## src/rtl/dm_bus_arbiter.sv

```systemverilog
// dm_bus_arbiter: shares one single-ported data memory between the CPU data
// port (M0) and a secondary master (M1). M0 has default priority; M1 gets a
// forced grant once it has waited STARVE_LIMIT-1 cycles in a row. One access
// is issued per cycle, and read data is steered back to its issuer one cycle
// later.
module dm_bus_arbiter #(
    parameter int STARVE_LIMIT = 4
) (
    input  logic        clk,
    input  logic        reset,

    input  logic        m0_req,
    input  logic [31:0] m0_addr,
    input  logic [31:0] m0_wdata,
    input  logic [3:0]  m0_byteen,
    output logic        m0_gnt,
    output logic        m0_rvalid,
    output logic [31:0] m0_rdata,

    input  logic        m1_req,
    input  logic [31:0] m1_addr,
    input  logic [31:0] m1_wdata,
    input  logic [3:0]  m1_byteen,
    output logic        m1_gnt,
    output logic        m1_rvalid,
    output logic [31:0] m1_rdata,

    output logic        s_en,
    output logic [31:0] s_addr,
    output logic [31:0] s_wdata,
    output logic [3:0]  s_byteen,
    input  logic [31:0] s_rdata,

    output logic [3:0]  starve_cnt
);

    // Wait count at which M1 overrides M0; also the saturation point.
    localparam logic [3:0] CNT_MAX = 4'(STARVE_LIMIT - 1);

    logic [3:0] starve_q;
    logic [1:0] rd_owner;   // bit i: master i issued a read last cycle
    logic       force_m1;
    logic       gnt0;
    logic       gnt1;

    // Grant selection: starvation override first, then M0, then M1.
    // Everything is suppressed while reset is high.
    always_comb begin
        force_m1 = (starve_q == CNT_MAX) && m1_req;
        gnt1     = !reset && m1_req && (force_m1 || !m0_req);
        gnt0     = !reset && m0_req && !gnt1;
    end

    // Memory port mirrors the granted master's payload, zero when idle.
    always_comb begin
        s_en     = gnt0 || gnt1;
        s_addr   = 32'd0;
        s_wdata  = 32'd0;
        s_byteen = 4'd0;
        if (gnt1) begin
            s_addr   = m1_addr;
            s_wdata  = m1_wdata;
            s_byteen = m1_byteen;
        end else if (gnt0) begin
            s_addr   = m0_addr;
            s_wdata  = m0_wdata;
            s_byteen = m0_byteen;
        end
    end

    // Read return steering; a read in flight across reset is dropped.
    always_comb begin
        m0_gnt     = gnt0;
        m1_gnt     = gnt1;
        m0_rvalid  = rd_owner[0] && !reset;
        m1_rvalid  = rd_owner[1] && !reset;
        m0_rdata   = m0_rvalid ? s_rdata : 32'd0;
        m1_rdata   = m1_rvalid ? s_rdata : 32'd0;
        starve_cnt = starve_q;
    end

    // Starvation counter and read-owner tracking.
    always_ff @(posedge clk) begin
        if (reset) begin
            starve_q <= 4'd0;
            rd_owner <= 2'b00;
        end else begin
            if (gnt1 || !m1_req) begin
                starve_q <= 4'd0;
            end else if (starve_q < CNT_MAX) begin
                starve_q <= starve_q + 4'd1;
            end
            rd_owner <= {gnt1 && (m1_byteen == 4'd0), gnt0 && (m0_byteen == 4'd0)};
        end
    end

endmodule
```

## config.mk

```make
export PLATFORM = sky130hd
export DESIGN_NAME = dm_bus_arbiter
export DESIGN_NICKNAME = d
export VERILOG_FILES = /design/src/rtl/dm_bus_arbiter.sv
export SDC_FILE = /design/constraint.sdc
export NUM_CORES = 1
export LEC_CHECK = 0
export CELL_PAD_IN_SITES_DETAIL_PLACEMENT = 0
export CELL_PAD_IN_SITES_GLOBAL_PLACEMENT = 2
export CORE_ASPECT_RATIO = 2
export CORE_MARGIN = 5
export CORE_UTILIZATION = 10
export CTS_BUF_LIST = sky130_fd_sc_hd__clkbuf_4 sky130_fd_sc_hd__clkbuf_8
export CTS_CLUSTER_SIZE = 30
export DETAILED_ROUTE_END_ITERATION = 10
export PLACE_DENSITY_LB_ADDON = 0.3
export SYNTH_ARGS = -nofsm -noshare
export SYNTH_HDL_FRONTEND = slang
export SYNTH_SLANG_ARGS = --single-unit
```

## constraint.sdc

```tcl
create_clock -name clk -period 1.7 [get_ports clk]
set_clock_uncertainty 0.05 [all_clocks]
set_input_delay 0.17 -clock clk [delete_from_list [all_inputs] [get_ports clk]]
set_output_delay 0.17 -clock clk [all_outputs]
set_load 0.01 [all_outputs]
```

# Word level (Yosys, flattened, before mapping)
# Cells that the tools add are included.
[word_totals]
regBits = 6
input_bits = 172
out_inout_bits = 141
elab_cells = 32
[classes]
n_addsub = 1
magnitude_cmp = 1
eq_ne = 1
mux = 8
n_reduce_logical = 19
[ops]
columns = ["cell", "count"]
rows = [
  ["32-bit two-way mux", 6],
  ["1-bit logical AND", 9],
  ["4-bit zero test", 2],
  ["4-bit two-way mux", 2],
  ["4-bit by 1-bit adder with 4-bit output (second input constant)", 1],
  ["4-bit by 2-bit equality test with 1-bit output (second input constant)", 1],
  ["1-bit zero test", 4],
  ["4-bit by 2-bit < comparator with 1-bit output (second input constant)", 1],
  ["1-bit logical OR", 3],
  ["2-bit OR reduction", 1],
]

# Longest topological paths before layout
[depth]
word_depth = 8
ltp_mapped = 5
ltp_nobuf = 4

# Worst setup path after synthesis
# OpenSTA, ideal clock, no wires.
[synth_path]
kind = "register to output"
start = "register starve_q[0] (netlist: starve_cnt[0])"
end = "output port s_addr[20]"
arrival_time_ns = 1.666
required_time_ns = 1.480
slack_ns = -0.186
stages_incl_launch_ff = 6
path_buffers = 1
path_cell_list = "dfxtp_1 ha_1 or3b_1 a21oi_4 buf_6 a22o_1"
[synth_via]
elab_chain_cells = 8
[synth_lines]
columns = ["element", "line", "text"]
rows = [
  ["start, declared", "40", "logic [3:0] starve_q;"],
  ["start signal, assigned", "91", "starve_q <= starve_q + 4'd1;"],
  ["4-bit by 2-bit equality test with 1-bit output (*)", "49", "force_m1 = (starve_q == CNT_MAX) && m1_req;"],
  ["1-bit logical AND (*)", "49", ""],
  ["1-bit logical OR (*)", "50", "gnt1 = !reset && m1_req && (force_m1 || !m0_req);"],
  ["1-bit logical AND (*)", "50", ""],
  ["named net m1_gnt", "24", "output logic m1_gnt,"],
  ["1-bit zero test", "51", "gnt0 = !reset && m0_req && !gnt1;"],
  ["1-bit logical AND", "51", ""],
  ["32-bit two-way mux", "64", "end else if (gnt0) begin"],
  ["32-bit two-way mux (*)", "60", "if (gnt1) begin"],
  ["end, declared", "29", "output logic [31:0] s_addr,"],
]
# Mark *: on every way through the listed nets, which the timed path passes. The rest lies on a longest branch.

# Final worst setup path
[layout_path]
start = "register starve_q[0] (netlist: starve_cnt[0])"
end = "output port s_wdata[9]"
[layout_via]
elab_chain_cells = 8
[layout_lines]
columns = ["element", "line", "text"]
rows = [
  ["4-bit by 2-bit equality test with 1-bit output (*)", "49", ""],
  ["1-bit logical AND (*)", "49", ""],
  ["1-bit logical OR (*)", "50", ""],
  ["1-bit logical AND (*)", "50", ""],
  ["1-bit zero test", "51", ""],
  ["1-bit logical AND", "51", ""],
  ["32-bit two-way mux", "64", ""],
  ["32-bit two-way mux (*)", "60", ""],
  ["end, declared", "30", "output logic [31:0] s_wdata,"],
]
# Every way passes the cells marked *; elsewhere a longest branch is shown, timed or not.

==> results by group <==
Hold path
  – Worst min path class: in -> reg

Routing
  – DRT antenna net count: 0
  – First-pass DRT Iterations: 4
  – Met2 wire length: 7740 um
  – WL met3: 1300 um
  – DRT Wirelength: 13,100 um
  – Via count: 2,823
  – M1 wire length: 3820 um
  – DRC viols: 0
  – Vias per cell: 4.00
  – Post-DR wirelength/cell: 18.5 um
  – Highest Signal Layer: met4
  – Starting DRT DRC Count: 31

Power and ir drop
  – Clock Power Share: 18.0%
  – Pwr dens: 253 mW/mm2
  – Max VDD drop: 0.113 mV
  – Total power: 0.00123 W
  – Leakage: 2.36 nW
  – P_sw: 0.000355 W
  – Combinational power share: 70.4%
  – Reg power frac: 11.6%
  – Int Pwr: 0.000871 W
  – Sw Ratio: 29.0%

Worst setup path
  – CP endpoint kind: primary output
  – Worst setup SP type: flop
  – CP Data Arrival Time: 1.89 ns
  – Crit path max fanout: 7
  – CP required: 1.48 ns
  – Crit Path Category: reg -> out

Status
  – Outcome: finished with violations
  – Violated checks: negative setup slack

GRT
  – Total Routing Usage GR: 14.7%
  – Largest net degree at the start of global routing: 26
  – Initial antenna violation count: 0
  – First-pass GRT wire length: 18,300 um
  – Total gr overflow: 0
  – Vias in the first global route: 3,126

Finish
  – Synthesis-to-finish area growth: 243%
  – Ant diodes: 0
  – Final net count: 692
  – Share of cells above drive strength 1: 28.8%

Synth
  – Post-synthesis cell type count: 20
  – Yosys warns: 0
  – Syn Inst Count: 182
  – Mean post-synth cell area: 7.76 um2
  – Dominant cell type by area after synthesis: a22o_1
  – Syn Nets: 355
  – Synth top area share: 42.2%
  – Synth Cell Area: 0.00141 mm2
  – Register bit total from synthesis: 6
  – Ranking of synthesized cells by area: a22o_1 (42%), and2_1 (29%), dfxtp_1 (8.5%), buf_6 (5.6%), clkbuf_1 (3.2%)
  – Sequential-to-total area share from yosys stat: 8.50%

Floorplan
  – I/O pins: 313
  – Full die area: 0.0167 mm2
  – Vert. Die Dim: 178 um
  – Initial core utilization: 10.2%
  – # rows: 61
  – Chip width: 94.0 um
  – Core area: 0.0139 mm2

STA
  – Worst Tran Pin Value: 0.372 ns
  – RSZ-0062 raised after global routing: true
  – Final min period: 2.11 ns
  – Setup-failing EPs final: 70
  – Post-route setup slack: -0.407 ns
  – Final Max Tran Viols: 0
  – Tcrit/Tclk final: 124%
  – Hold Vio Cnt, Final: 0
  – Fmax: 475 MHz
  – Slew HR: 75.0%
  – Setup_tns: -24.23 ns

CTS
  – Clock Latency Late Sink: 0.23 ns
  – CTS buffer count: 3
  – Htree depth: 1
  – CTS hold repair buffers: 0
  – CTS Buffer Depth: 2
  – Clk Tree Root Cell: clkbuf_8
  – TritonCTS clock tree: built
  – Sink Count: 6
  – Clock-pin slew on the worst setup and hold paths: 0.04 ns

Place
  – Input/output buffers: 312
  – GPL Wtd Cong: 0.847
  – DP Wirelength: 10,500 um

Run
  – Max-cap viol count: 0
worst max-delay path, cell delays in order, from the launching register on:
cell     delay (ns)
dfxtp_4        0.35
ha_4           0.12
or3b_4         0.39
a21oi_4        0.15
buf_12         0.14
buf_12         0.12
buf_16         0.12
a22o_1         0.13
buf_2          0.13
cell usage in the layout (no fill, tap or decap), drive strengths merged, types with 2 or more instances in the layout:
cell type / Yosys / routed
nor2: 3 / 3
nor4: 2 / 2
nor2b: 3 / 3
clkbuf: 12 / 22
dlygate4sd2: 0 / 35
and2: 66 / 66
clkdlybuf4s15: 0 / 9
nor3: 3 / 3
clkdlybuf4s50: 0 / 176
buf: 8 / 113
dfxtp: 6 / 6
and3: 2 / 2
a22o: 68 / 68
final cells by class:
| cell class | count | area (um2) |
|---|---|---|
| fillers | 1516 | 9050 |
| repair buffers | 352 | 3230 |
| multi-input cells | 155 | 1210 |
| well taps | 189 | 236 |
| flip-flops and latches | 6 | 128 |
| clock buffers | 3 | 41.3 |
| inverters | 1 | 3.75 |
synth_stat cells (all sizes together):
cell / n
a22o: 68
nand2b: 1
buf: 8
xnor2: 1
nor4: 2
mux2i: 1
and2: 66
nand2: 1
nor2: 3
dfxtp: 6
inv: 1
or3b: 1
ha: 1
clkbuf: 12
a21oi: 1
nor3: 3
and3: 2
a311oi: 1
nor2b: 3
kinds of logic (layout without fill, tap and decap cells):
| group | Yosys count | after routing | synth area share, % |
|---|---|---|---|
| xor+xnor | 1 | 1 | 0.620 |
| mux | 1 | 1 | 0.709 |
| flops | 6 | 6 | 8.50 |
| compound gates | 70 | 70 | 44.4 |
| buf+inv | 21 | 356 | 9.39 |
| simple gates | 82 | 82 | 35.5 |
| fa+ha+maj | 1 | 1 | 0.886 |
path summary, 6_finish.rpt:
kind                               startpoint            end  slack (ns)  cells after the start
worst max register to register  starve_cnt[0]    rd_owner[0]        0.13                      6
worst min-delay path                    reset  starve_cnt[0]        0.52                      4
worst min register to register  starve_cnt[2]  starve_cnt[2]        0.58                      2
worst max-delay path            starve_cnt[0]     s_wdata[9]       -0.41                      8
power by group through the flow:
stage	Combinational [W]	Clock [W]	Sequential (W)
final	0.000863	0.000221	0.000142
after global routing	0.000917	0.000242	0.000142
after CTS	0.000892	0.000235	0.000142
after detailed placement	0.000876	0	0.000144
after global placement	0.000873	0	0.000144
after floorplan	0.000213	0	0.000145
metal layers:
layer,up-vias,global-route usage [%]
met5,-,0
met4,0,3.50
met3,14,4.43
met2,209,31.6
met1,1245,12.2
li1,1355,-
registers in the layout, indices dropped and copies added (netlist names):
register and flops:
starve_cnt 4, rd_owner 2
stage by stage:
stage               worst slack [ns]  hold slack (ns)  cell area [um2]  util [%]  cells
global route                  -0.489            0.557             4840      34.9    706
detailed placement            -0.710            0.575             4830      34.8    680
floorplan                    -0.0242            0.260             1440         -    182
finish                        -0.407            0.523             4840      34.9    706
global placement              -0.701            0.563             4830      34.8    680
CTS                           -0.515            0.519             5050      36.3    707
repair_timing:
action	CTS	global route
pin swaps	2	4
setup endpoints to repair	137	98
resized for setup	401	50
buffers inserted	16	2
gates cloned	8	0
(Power assumes the default switching activity.)
